==> config.mk <==
export PLATFORM = sky130hd
export DESIGN_NAME = wb_cmd_master
export DESIGN_NICKNAME = d
export VERILOG_FILES = /design/src/rtl/wb_cmd_master.sv
export SDC_FILE = /design/constraint.sdc
export NUM_CORES = 1
export LEC_CHECK = 0
export ABC_AREA = 0
export BUFFER_PORTS_ARGS = -buffer_cell sky130_fd_sc_hd__buf_2
export CELL_PAD_IN_SITES_DETAIL_PLACEMENT = 0
export CELL_PAD_IN_SITES_GLOBAL_PLACEMENT = 1
export CORE_ASPECT_RATIO = 0.75
export CORE_MARGIN = 8
export CORE_UTILIZATION = 39
export CTS_BUF_LIST = sky130_fd_sc_hd__clkbuf_4 sky130_fd_sc_hd__clkbuf_8
export CTS_CLUSTER_DIAMETER = 200
export CTS_CLUSTER_SIZE = 16
export DETAILED_ROUTE_END_ITERATION = 6
export PLACE_DENSITY = 0.87
export SLEW_MARGIN = 20
export SYNTH_ARGS = -nofsm -noshare
export SYNTH_HDL_FRONTEND = slang
export SYNTH_SLANG_ARGS = --single-unit
export TNS_END_PERCENT = 30
==> constraint.sdc <==
create_clock -name WB_CLK -period 4.35 [get_ports WB_CLK]
set_clock_uncertainty 0.05 [all_clocks]
set_input_delay 0.435 -clock WB_CLK [delete_from_list [all_inputs] [get_ports WB_CLK]]
set_output_delay 0.435 -clock WB_CLK [all_outputs]
set_load 0.01 [all_outputs]
==> src/rtl/wb_cmd_master.sv <==
`default_nettype none
// ============================================================================
// Module   : wb_cmd_master
// Brief    : Wishbone initiator. Turns one valid/ready command at a time into
//            a Wishbone read or write cycle and returns data/status on a
//            valid/ready response port. A cycle timeout guarantees a response.
// Revision : 1.0 - initial release
// ============================================================================
module wb_cmd_master #(
  parameter int                  ADDRWIDTH          = 17,
  parameter int                  DATAWIDTH          = 32,
  parameter int                  TIMEOUT_CNTR_WIDTH = 8,
  parameter int                  TIMEOUT_CYCLES     = 255,
  parameter logic [DATAWIDTH-1:0] TIMEOUT_READ_VALUE = 32'hBAD_FAB_AC
) (
  input  logic                 WB_CLK,
  input  logic                 WB_RSTn,
  // command port
  input  logic                 CMD_VALID_i,
  output logic                 CMD_READY_o,
  input  logic                 CMD_WE_i,
  input  logic [ADDRWIDTH-1:0] CMD_ADR_i,
  input  logic [3:0]           CMD_BYTE_STB_i,
  input  logic [DATAWIDTH-1:0] CMD_WR_DAT_i,
  // response port
  output logic                 RSP_VALID_o,
  input  logic                 RSP_READY_i,
  output logic [DATAWIDTH-1:0] RSP_RD_DAT_o,
  output logic                 RSP_ERR_o,
  // Wishbone initiator side
  output logic [ADDRWIDTH-1:0] WBs_ADR_o,
  output logic                 WBs_CYC_o,
  output logic                 WBs_STB_o,
  output logic                 WBs_WE_o,
  output logic                 WBs_RD_o,
  output logic [3:0]           WBs_BYTE_STB_o,
  output logic [DATAWIDTH-1:0] WBs_WR_DAT_o,
  input  logic [DATAWIDTH-1:0] WBs_RD_DAT_i,
  input  logic                 WBs_ACK_i
);

  typedef enum logic [1:0] {
    S_IDLE = 2'd0,
    S_BUS  = 2'd1,
    S_RESP = 2'd2
  } state_t;

  // Counter value seen on the last allowed BUS cycle; the counter starts at 0
  // in the first BUS cycle, so CYC is high for exactly TIMEOUT_CYCLES cycles.
  localparam logic [TIMEOUT_CNTR_WIDTH-1:0] c_TIMEOUT_LAST =
    TIMEOUT_CNTR_WIDTH'(TIMEOUT_CYCLES - 1);
  localparam logic [TIMEOUT_CNTR_WIDTH-1:0] c_CNT_MAX = '1;

  state_t                        r_state;
  logic [TIMEOUT_CNTR_WIDTH-1:0] r_cnt;
  logic                          r_cmd_ready;
  logic                          r_rsp_valid;
  logic [DATAWIDTH-1:0]          r_rsp_dat;
  logic                          r_rsp_err;
  logic [ADDRWIDTH-1:0]          r_adr;
  logic                          r_cyc;
  logic                          r_we;      // latched command direction
  logic                          r_wbs_we;
  logic                          r_wbs_rd;
  logic [3:0]                    r_bstb;
  logic [DATAWIDTH-1:0]          r_wdat;

  // Single-process FSM: all outputs are registered and change only on state moves.
  always_ff @(posedge WB_CLK or negedge WB_RSTn) begin
    if (!WB_RSTn) begin
      r_state     <= S_IDLE;
      r_cnt       <= '0;
      r_cmd_ready <= 1'b1;
      r_rsp_valid <= 1'b0;
      r_rsp_dat   <= '0;
      r_rsp_err   <= 1'b0;
      r_adr       <= '0;
      r_cyc       <= 1'b0;
      r_we        <= 1'b0;
      r_wbs_we    <= 1'b0;
      r_wbs_rd    <= 1'b0;
      r_bstb      <= '0;
      r_wdat      <= '0;
    end else begin
      case (r_state)
        S_IDLE: begin
          if (CMD_VALID_i) begin
            r_adr       <= CMD_ADR_i;
            r_bstb      <= CMD_BYTE_STB_i;
            r_wdat      <= CMD_WR_DAT_i;
            r_we        <= CMD_WE_i;
            r_wbs_we    <= CMD_WE_i;
            r_wbs_rd    <= ~CMD_WE_i;
            r_cyc       <= 1'b1;
            r_cnt       <= '0;
            r_cmd_ready <= 1'b0;
            r_state     <= S_BUS;
          end
        end

        S_BUS: begin
          // ACK takes priority over a timeout on the same edge.
          if (WBs_ACK_i) begin
            r_rsp_dat   <= r_we ? '0 : WBs_RD_DAT_i;
            r_rsp_err   <= 1'b0;
            r_rsp_valid <= 1'b1;
            r_cyc       <= 1'b0;
            r_wbs_we    <= 1'b0;
            r_wbs_rd    <= 1'b0;
            r_state     <= S_RESP;
          end else if (r_cnt == c_TIMEOUT_LAST) begin
            r_rsp_dat   <= r_we ? '0 : TIMEOUT_READ_VALUE;
            r_rsp_err   <= 1'b1;
            r_rsp_valid <= 1'b1;
            r_cyc       <= 1'b0;
            r_wbs_we    <= 1'b0;
            r_wbs_rd    <= 1'b0;
            r_state     <= S_RESP;
          end else if (r_cnt != c_CNT_MAX) begin
            r_cnt <= r_cnt + 1'b1;
          end
        end

        S_RESP: begin
          if (RSP_READY_i) begin
            r_rsp_valid <= 1'b0;
            r_cmd_ready <= 1'b1;
            r_state     <= S_IDLE;
          end
        end

        default: begin
          r_state     <= S_IDLE;
          r_cyc       <= 1'b0;
          r_wbs_we    <= 1'b0;
          r_wbs_rd    <= 1'b0;
          r_rsp_valid <= 1'b0;
          r_cmd_ready <= 1'b1;
        end
      endcase
    end
  end

  assign CMD_READY_o    = r_cmd_ready;
  assign RSP_VALID_o    = r_rsp_valid;
  assign RSP_RD_DAT_o   = r_rsp_dat;
  assign RSP_ERR_o      = r_rsp_err;
  assign WBs_ADR_o      = r_adr;
  assign WBs_CYC_o      = r_cyc;
  assign WBs_STB_o      = r_cyc;
  assign WBs_WE_o       = r_wbs_we;
  assign WBs_RD_o       = r_wbs_rd;
  assign WBs_BYTE_STB_o = r_bstb;
  assign WBs_WR_DAT_o   = r_wdat;

endmodule
`default_nettype wire

* Word-level counts from Yosys, hierarchy flattened *
Index checks and enable logic that the tools add are counted.
Widths: inputs -> output; s select.

operators by class
  shift operators = 0
  magnitude comparators = 0
  div/mod/pow operators = 0
  bitwise gates (word level) = 4
  multiply operators = 0
  eq/ne operators = 10
  reductions and logical operators = 10
  $add $sub $neg = 1
  muxes and demuxes = 30

operator list
  kind                 number
  $mux 32              4
  $mux 8               4
  $pmux 8 s2           1
  $pmux 1 s3           5
  $reduce_and 3->1     4
  $mux 1               11
  $ne 2x2->1 const B   5
  $add 8x1->8 const B  1
  $eq 8x8->1 const B   1
  $mux 2               4
  $ne 8x8->1 const B   1
  $pmux 2 s3           1
  $reduce_and 5->1     1
  $not 1->1            4
  $reduce_and 2->1     2
  $reduce_bool 2->1    2
  $ne 3x3->1 const B   1
  $eq 2x1->1 const B   1
  $eq 2x2->1 const B   1
  $logic_not 2->1      1

storage, ports and cells
  register bits after elaboration = 102
  output and inout bits = 92
  memories = 0
  bits in writable memories = 0
  latch bits = 0
  word-level logic and storage cells = 68
  memory bits (read-only) = 0

* Logic depth before layout (Yosys ltp) *
Gate-level depths: netlist of the first run.

  depth in word-level cells = 5
  gate-level depth with buffers = 7
  depth with buffers taken out = 6

* Worst setup path after synthesis of the first run *
Ideal clock, no wire load.

  kind = register to register
  from = register r_cnt[0]
  to = register r_rsp_dat[11] (netlist: RSP_RD_DAT_o[11])
  slack = 2.469 ns
  arrival time = 1.706 ns
  library setup time = 0.125 ns
  stages on the path, launching flop included = 8
  cells stage by stage = dfrtp_1 inv_1 ha_1 nand4_1 o21bai_1 and2_2 clkbuf_8 mux2_2

between the ends
  cells in the longest elaborated chain, start to end = 3

ends and longest elaborated chain
  item                                line  source
  from (decl)                         55    logic [TIMEOUT_CNTR_WIDTH-1:0] r_cnt;
  from (signal assigned)              120   r_cnt <= r_cnt + 1'b1;
  $eq 8x8->1                          111   end else if (r_cnt == c_TIMEOUT_LAST) begin
  $reduce_bool 2->1 (no source line)  --
  $reduce_and 2->1 (no source line)   --
  to (signal assigned)                104   r_rsp_dat <= r_we ? '0 : WBs_RD_DAT_i;
  to (signal assigned)                112   r_rsp_dat <= r_we ? '0 : TIMEOUT_READ_VALUE;
  to (decl)                           58    logic [DATAWIDTH-1:0] r_rsp_dat;

No other way between the ends.
A chain may end at the register's enable or synchronous reset.

* Final worst setup path of the first run *
  from = register r_cnt[0]
  to = register r_rsp_dat[8] (netlist: RSP_RD_DAT_o[8])

Same word-level chain as after synthesis.

==> results of run 1 <==
==> how the worst min path moves through the flow <==
stage / startpoint / endpoint / slack (ns) / cells after the start
2_1_floorplan: WB_RSTn / RSP_ERR_o$_DFFE_PN0P_ / 0.09 / 0
3_3_place_gp: WBs_BYTE_STB_o[0]$_DFFE_PN0P_ / WBs_BYTE_STB_o[0]$_DFFE_PN0P_ / 0.40 / 2
3_5_place_dp: WBs_WR_DAT_o[17]$_DFFE_PN0P_ / WBs_WR_DAT_o[17]$_DFFE_PN0P_ / 0.41 / 2
4_1_cts: CMD_ADR_i[4] / WBs_ADR_o[4]$_DFFE_PN0P_ / 0.18 / 3
5_1_grt: CMD_ADR_i[14] / WBs_ADR_o[14]$_DFFE_PN0P_ / 0.17 / 3
6_report: WB_RSTn / WBs_WR_DAT_o[26]$_DFFE_PN0P_ / 0.17 / 1
==> cells by family (layout without fill, tap and decap cells) <==
kind of cell | Yosys count | in the layout | synth area share
flip-flops | 102 | 102 | 0.592
adder cells (fa/ha/maj) | 2 | 2 | 0.00580
multiplexers | 23 | 23 | 0.0595
AND/OR/NAND/NOR | 198 | 198 | 0.190
buffers and inverters | 48 | 224 | 0.0534
AO/OA/AOI/OAI | 62 | 62 | 0.0987
==> layout by cell type (no fill, tap or decap), drive strengths merged, types with 2 or more instances in the layout <==
cell type and instances:
nand2 167, a22o 11, nand3 6, buf 184
nand4 2, inv 25, and4 2, clkinv 2
and2 2, nand2b 3, o2bb2ai 3, mux2i 2
o21ai 4, a22oi 2, clkinvlp 2, clkbuf 10
nor3b 3, a21oi 30, mux2 21, and3 2
a21o 2, o31ai 2, o22a 3, ha 2
nor2 8, dfrtp 101
==> sequential cells by signal, summed over array words and instances, names as in the netlist <==
signal / count
r_we: 1
WBs_WE_o: 1
WBs_WR_DAT_o: 32
r_state: 2
CMD_READY_o: 1
WBs_RD_o: 1
WBs_BYTE_STB_o: 4
RSP_VALID_o: 1
WBs_CYC_o: 1
RSP_RD_DAT_o: 32
r_cnt: 8
RSP_ERR_o: 1
WBs_ADR_o: 17
==> stage by stage <==
stage | area, µm² | worst slack (ns) | utilization | power [mW]
2_1_floorplan | 4310 | 2.47 | - | 2.62
3_3_place_gp | 5280 | 2.18 | 0.486 | 3.22
3_5_place_dp | 5280 | 2.07 | 0.486 | 3.28
4_1_cts | 5480 | 2.08 | 0.505 | 3.91
5_1_grt | 5490 | 1.94 | 0.505 | 4.15
6_report | 5490 | 2.07 | 0.505 | 3.84
==> worst register-to-register path, delay by kind of cell, from the launching register on <==
kind	cells	cell delay (ns)
mux	1	0.40
compound gates	1	0.29
flops	1	0.44
buf+inv	1	0.11
simple gates	2	0.66
fa+ha+maj	1	0.21
==> final cells by class <==
class	instances	area, µm²	share of cell area
clock buffers	10	131	0.0239
clock inverters	6	71.3	0.0130
inverters	24	90.1	0.0164
multi-input cells	285	1540	0.280
flip-flops and latches	102	2550	0.465
well taps	140	175	0.0319
repair buffers	184	928	0.169
==> metal layers <==
| layer | GRT usage | wire length, µm | up-vias |
|---|---|---|---|
| li1 | - | - | 1743 |
| met1 | 0.183 | 4750 | 1636 |
| met2 | 0.226 | 4920 | 127 |
| met3 | 0.0724 | 1310 | 8 |
| met4 | 0.0371 | 95 | 0 |
| met5 | 0 | 0 | - |
==> power by group through the flow <==
stage | sequential [mW] | combinational, mW | clock (mW)
global placement | 1.70 | 1.53 | 0
global route | 1.76 | 1.71 | 0.678
detailed placement | 1.71 | 1.57 | 0
floorplan | 1.84 | 0.787 | 0
CTS | 1.70 | 1.57 | 0.640
finish | 1.70 | 1.53 | 0.609
==> flow_summary.toml, run 1 <==
[flow_run]
drv_cap = 0

[floorplan]
chipWidth_um = 137
die_area_um2 = 14700
height_of_the_die_um = 107
placementRows = 33
core_um2 = 10900
effective_utilization_at_floorplan = 0.397
io_pins = 183

[clock_network]
ctsHoldBuffers = 0
clkLatencyLatePin_ns = 0.36
cts_post_setup_buffers_inserted = 0
cts_tree = "done"
tritoncts_num_sinks = 102
cts-root-buf = "clkbuf_8"
numCtsBuffers = 9
postCtsResizedCells = 0
clock_pin_slew_worst_setup_and_hold_paths_ns = 0.10
clock_tree.buffer_depth = 2
ctsHtreeMaxLevel = 3

[power]
switching_power_mw = 1.50
vdd_ir_drop_max_mv = 0.264
clockPowerShare = 0.159
switching_portion_of_total_power = 0.391
power_density_nw_per_um2 = 699
combPwrFrac = 0.398
power.sequential.fraction = 0.443
internal_power_mw = 2.34
total_leakage_power_nw = 3.09

[synth]
net_count_synth = 528
synth_warnings = 0
netlist_area_um2 = 4310
yosysTopAreaCell = "dfrtp_1"
top_cells_by_instance_count_after_synthesis = "nand2_1, dfrtp_1, a21oi_1"
yosys.cell_count.top_type = "nand2_1"
synth-async-reset-ratio = 1.00
yosysTopAreaCellShare = 0.586
ys_ff_latch = 102
synth_ff_type = "dfrtp_1"
synth-seq-area-share = 0.592
syn-mean-instance-area_um2 = 9.91
netlist-cell-type-count = 40
postSynthCellCount = 435
synth.area.top_cells = "dfrtp_1, nand2_1, mux2_2, a21oi_1, a22o_1"
number_of_enable_flip_flop_cells_after_synthesis = 0

[timing]
max_slew.worst_pin.slew_ns = 0.981
finalHoldViolations = 0
timing.max_slew.rel_slack = 0.346
setup-violations-final = 0
finalCritPeriodShare = 0.524
fin_crit_ns = 2.28
hold-worst-slack_ns = 0.165
fin_setup_tns_ns = 0
slew_viol_final = 0
timing.fmax_ghz = 0.439
setup_repair_after_global_routing_missed_its_margin = "no"

[detailed_routing]
route.final.wire_length_um = 11100
first_iter_violations = 186
postRouteAntennaNets = 0
route.detailed.drc = 0
drt_first_pass_iters = 4
vias_per_cell = 4.68
avgRoutedWirePerCell_um = 14.7
vias = 3514

[placed_design]
placed_cells_incl_taps = 735
finalWeightedCongestion = 0.773
port_buffers = 182
place_hpwl_um = 8010

[global_route]
gr-usage-all-layers = 0.148
grt_pass1_wl_um = 17800
grt_antenna_before_repair = 0
grt_max_degree = 79
vias_in_the_first_global_route = 3548
overflow = 0

[worst_setup_path]
worst_ep_arrival_time_ns = 2.48
critical_path_depth = 6
r2r_cells = 6
worst_ep_required_time_ns = 4.55
crit_chain = "inv_1, ha_1, nand4_1, o21bai_1, and2_2, mux2_2"
startpoint_type = "flip-flop"
criticalPathCategory = "flip-flop to flip-flop"
regToRegStartpoint = "r_cnt[0]$_DFFE_PN0P_"
buffer_and_inverter_count_on_the_worst_path = 1
dominant_delay_contributor_by_cell_family_on_the_critical_path = "simple AND/OR/NAND/NOR gates"
crit_path_max_fanout = 21
rr_endpoint = "RSP_RD_DAT_o[8]$_DFFE_PN0P_"
setup.reg_to_reg.worst_slack_ns = 2.07
setup.worst_path.start = "r_cnt[0]$_DFFE_PN0P_"
setup.worst_path.end_class = "flip-flop"
crit_path_top_delay_cell = "and2_2"
crit_path_max_incr_delay_ns = 0.53
worst_setup_path_endpoint = "RSP_RD_DAT_o[8]$_DFFE_PN0P_"

[finish]
final_layout_size_suffix_gt1_frac = 0.380
fillCellCount = 1050
syn2layout_area_growth_pct = 27.3
fin_nets = 699
antenna_cells_inserted = 0
post_route_insts_no_fill = 751

[min_path]
min-delay-path-class = "input port to async pin"

[run_status]
run_status = "completed"
Power figures use the tool's default switching activity.
==> run 2: changes to the inputs <==
CORE_UTILIZATION = 36   (was 39)
PLACE_DENSITY = 0.82   (was 0.87)
clock period = 2.2 ns   (was 4.35 ns; I/O delays follow)
==> flow_summary.toml, run 2 (synthesis results as in run 1) <==
[finish]
design_area_um2 = 6160
antenna_cells_inserted = 0
fin_nets = 766
layout.cells.most_common = "buf_2"
fillCellCount = 1070
footprint_of_the_multi_input_gates_um2 = 1530
final_layout_size_suffix_gt1_frac = 0.355
syn2layout_area_growth_pct = 42.9
layout.area.seq_um2 = 2550
layout_common_cells = "buf_2, nand2_1, dfrtp_1, dlygate4sd3_1, a21oi_1"

[clock_network]
clkLatencyLatePin_ns = 0.36
ctsHoldBuffers = 54
cts_post_setup_buffers_inserted = 0
cts-root-buf = "clkbuf_8"
cts_tree = "done"
tritoncts_num_sinks = 102
numCtsBuffers = 9
ctsHtreeMaxLevel = 3
clock_pin_slew_worst_setup_and_hold_paths_ns = 0.09
postCtsResizedCells = 0
clock_tree.buffer_depth = 2

[flow_run]
drv_cap = 0

[worst_setup_path]
crit_path_max_fanout = 21
startpoint_type = "flip-flop"
setup.worst_path.end_class = "flip-flop"
worst_ep_arrival_time_ns = 2.14
criticalPathCategory = "flip-flop to flip-flop"
worst_ep_required_time_ns = 2.40

[global_route]
grt_antenna_before_repair = 0
overflow = 0
grt_max_degree = 55
vias_in_the_first_global_route = 3967
grt_pass1_wl_um = 20400
gr-usage-all-layers = 0.157

[placed_design]
place_hpwl_um = 8460
finalWeightedCongestion = 0.833
dp_slack_ns = 0.273
port_buffers = 182
dpl_cell_area_um2 = 5410

[run_status]
run_status = "completed"

[detailed_routing]
avgRoutedWirePerCell_um = 14.5
vias_per_cell = 4.53
postRouteAntennaNets = 0
drt_first_pass_iters = 5
route.final.wire_length_um = 12100
route.detailed.drc = 0
first_iter_violations = 217
vias = 3803

[min_path]
min-delay-path-class = "input port to flip-flop"

[power]
post-layout-total-power_mw = 7.69
total_leakage_power_nw = 3.38
power_density_nw_per_um2 = 1250
vdd_ir_drop_max_mv = 0.579

[timing]
setup_repair_after_global_routing_missed_its_margin = "no"
max_slew.worst_pin.slew_ns = 0.610
finalHoldViolations = 0
timing.max_slew.rel_slack = 0.594
slew_viol_final = 0
finalCritPeriodShare = 0.885
fin_setup_tns_ns = 0
final.setup.worst_slack_ns = 0.254
setup-violations-final = 0
fin_crit_ns = 1.95
hold-worst-slack_ns = 0.0253
timing.fmax_ghz = 0.514

[floorplan]
height_of_the_die_um = 111
die_area_um2 = 15800
io_pins = 183
placementRows = 34
effective_utilization_at_floorplan = 0.370
chipWidth_um = 142
core_um2 = 11700
## run 2: cell count changes in the layout (fill, tap and decap cells not counted), moves of 2 or more
cell           previous run  this run
buf_12                    0         2
dlygate4sd3_1             0        57
buf_4                     3        11
clkinv_2                  0         2
## run 2: area by class of cell
| type | instances | share of cell area |
|---|---|---|
| flip-flops and latches | 102 | 0.415 |
| well taps | 162 | 0.0329 |
| repair buffers | 251 | 0.260 |
| inverters | 24 | 0.0146 |
| clock inverters | 5 | 0.00569 |
| clock buffers | 11 | 0.0236 |
| multi-input cells | 285 | 0.249 |
## run 2: stage by stage
step                       util  std cells
after floorplan               -        435
after global placement    0.464        767
after detailed placement  0.464        767
after CTS                 0.526        837
after global routing      0.528        840
final                     0.528        840
## run 2: layer usage
metal  vias up  wire (µm)  global-route usage
met4         0        127              0.0431
met2       142       5470               0.241
met1      1762       5300               0.199
met3        11       1240              0.0654
met5         -          0                   0
li1       1888          -                   -
## run 2: worst paths after layout
kind	start	end	slack [ns]	depth (start not counted)
setup / recovery	r_cnt[0]$_DFFE_PN0P_	RSP_RD_DAT_o[2]$_DFFE_PN0P_	0.25	7
hold / removal	WBs_RD_DAT_i[21]	RSP_RD_DAT_o[21]$_DFFE_PN0P_	0.03	2
setup reg to reg	r_cnt[0]$_DFFE_PN0P_	RSP_RD_DAT_o[2]$_DFFE_PN0P_	0.25	7
hold reg to reg	WBs_ADR_o[9]$_DFFE_PN0P_	WBs_ADR_o[9]$_DFFE_PN0P_	0.42	2
max in group asynchronous	WB_RSTn	CMD_READY_o$_DFFE_PN1P_	1.04	3
min in group asynchronous	WB_RSTn	WBs_WR_DAT_o[27]$_DFFE_PN0P_	0.37	2
## run 2: report_power, final
part / switching [mW] / internal [mW]
registers: 0.564 / 2.75
clock network: 0.641 / 0.456
logic: 1.82 / 1.46
total: 3.02 / 4.67
## run 2: worst max-delay path, stage by stage, from the launching register on
cell	delay, ns
dfrtp_1	0.43
inv_1	0.11
ha_1	0.21
nand4_1	0.14
o21bai_1	0.18
and2_2	0.19
buf_12	0.16
mux2_2	0.35
==> run 3: changes to the inputs <==
RECOVER_POWER = 50   (was not set)
==> flow_summary.toml, run 3 (synthesis results as in run 1) <==
[run_status]
run_status = "completed"

[timing]
setup_repair_after_global_routing_missed_its_margin = "no"
finalCritPeriodShare = 0.885
fin_setup_tns_ns = 0
final.setup.worst_slack_ns = 0.253
setup-violations-final = 0
timing.max_slew.rel_slack = 0.210
fin_crit_ns = 1.95
slew_viol_final = 0
finalHoldViolations = 0
max_slew.worst_pin.slew_ns = 1.18
timing.fmax_ghz = 0.514

[worst_setup_path]
regToRegStartpoint = "r_cnt[0]$_DFFE_PN0P_"
r2r_cells = 7
setup.reg_to_reg.worst_slack_ns = 0.25
setup.worst_path.end_class = "flip-flop"
criticalPathCategory = "flip-flop to flip-flop"
worst_ep_arrival_time_ns = 2.14
crit_path_max_fanout = 21
startpoint_type = "flip-flop"
worst_ep_required_time_ns = 2.40
rr_endpoint = "RSP_RD_DAT_o[2]$_DFFE_PN0P_"

[floorplan]
io_pins = 183
die_area_um2 = 15800
core_um2 = 11700
placementRows = 34
effective_utilization_at_floorplan = 0.370
height_of_the_die_um = 111
chipWidth_um = 142

[finish]
footprint_of_the_multi_input_gates_um2 = 1530
fin_nets = 766
fillCellCount = 1095
final_layout_size_suffix_gt1_frac = 0.276
syn2layout_area_growth_pct = 41.2
antenna_cells_inserted = 0
layout_common_cells = "nand2_1, buf_2, dfrtp_1, dlygate4sd3_1, clkbuf_1"
layout.cells.most_common = "nand2_1"
post_route_insts_no_fill = 840
layout.area.seq_um2 = 2550

[min_path]
whs_endpoint = "RSP_RD_DAT_o[21]$_DFFE_PN0P_"
min-delay-path-class = "input port to flip-flop"
whs_path_cells = 2
min-delay-start = "WBs_RD_DAT_i[21]"

[power]
switching_portion_of_total_power = 0.401
total_leakage_power_nw = 3.20
power.sequential.fraction = 0.439
combPwrFrac = 0.416
switching_power_mw = 3.04
vdd_ir_drop_max_mv = 0.578
power_density_nw_per_um2 = 1250
clockPowerShare = 0.145
internal_power_mw = 4.54

[clock_network]
postCtsResizedCells = 0
cts-root-buf = "clkbuf_8"
numCtsBuffers = 9
clkLatencyLatePin_ns = 0.36
ctsHtreeMaxLevel = 3
clock_pin_slew_worst_setup_and_hold_paths_ns = 0.09
clock_tree.buffer_depth = 2
tritoncts_num_sinks = 102
cts_tree = "done"

[detailed_routing]
postRouteAntennaNets = 0
route.final.wire_length_um = 12200
route.detailed.drc = 0
drt_first_pass_iters = 4
vias_per_cell = 4.54
first_iter_violations = 251
vias = 3811
avgRoutedWirePerCell_um = 14.5

[global_route]
vias_in_the_first_global_route = 3967
grt_antenna_before_repair = 0
grt_pass1_wl_um = 20400
overflow = 0
grt_max_degree = 55
gr-usage-all-layers = 0.157

[placed_design]
place_hpwl_um = 8460
placed_cells_incl_taps = 767
port_buffers = 182
dp_slack_ns = 0.273
finalWeightedCongestion = 0.833

[flow_run]
drv_cap = 0
run 3: critical path: stages, from the launching register on:
cell	delay [ns]
dfrtp_1	0.43
inv_1	0.11
ha_1	0.21
nand4_1	0.14
o21bai_1	0.18
and2_2	0.19
buf_12	0.16
mux2_2	0.35
run 3: final cells by class:
type,instances,share of cell area
tap,162,0.0333
inverter,24,0.0148
clock inverter,5,0.00576
clock buffer,11,0.0238
timing repair buffer,251,0.251
sequential,102,0.420
multi-input combinational,285,0.252
run 3: how the worst max path moves through the flow:
stage	from	end	slack, ns	cells after the start
finish	r_cnt[0]$_DFFE_PN0P_	RSP_RD_DAT_o[2]$_DFFE_PN0P_	0.25	7
global route	r_cnt[0]$_DFFE_PN0P_	RSP_RD_DAT_o[1]$_DFFE_PN0P_	0.11	7
CTS	r_cnt[0]$_DFFE_PN0P_	RSP_RD_DAT_o[15]$_DFFE_PN0P_	0.26	7
detailed placement	r_cnt[0]$_DFFE_PN0P_	RSP_RD_DAT_o[18]$_DFFE_PN0P_	0.27	7
global placement	r_cnt[0]$_DFFE_PN0P_	RSP_RD_DAT_o[13]$_DFFE_PN0P_	0.34	7
floorplan	r_cnt[0]$_DFFE_PN0P_	RSP_RD_DAT_o[11]$_DFFE_PN0P_	0.32	7
run 3: power by group through the flow:
stage	Combinational [mW]	Sequential, mW	Clock [mW]
after floorplan	1.56	3.63	0
final	3.15	3.33	1.10
after detailed placement	3.27	3.33	0
after CTS	3.33	3.31	1.15
after global routing	3.54	3.46	1.25
after global placement	3.17	3.30	0
run 3: repair_timing:
| item | 4_1_cts | 5_1_grt |
|---|---|---|
| setup buffers | 0 | 0 |
| endpoints found under the hold margin | 97 | 3 |
| hold buffers | 54 | 3 |
run 3: layer usage:
layer  GRT usage  wire length (µm)
met1       0.199              5400
met2       0.241              5490
met3      0.0654              1170
met4      0.0431               127
met5           0                 0
run 3: metrics by stage:
step,utilization,power [mW],instance area [µm²],hold slack (ns)
floorplan,-,5.19,4310,-0.126
global placement,0.464,6.48,5410,0.214
detailed placement,0.464,6.60,5410,0.226
CTS,0.526,7.80,6130,0.00274
global route,0.522,8.25,6090,0.000897
finish,0.522,7.58,6090,0.0259
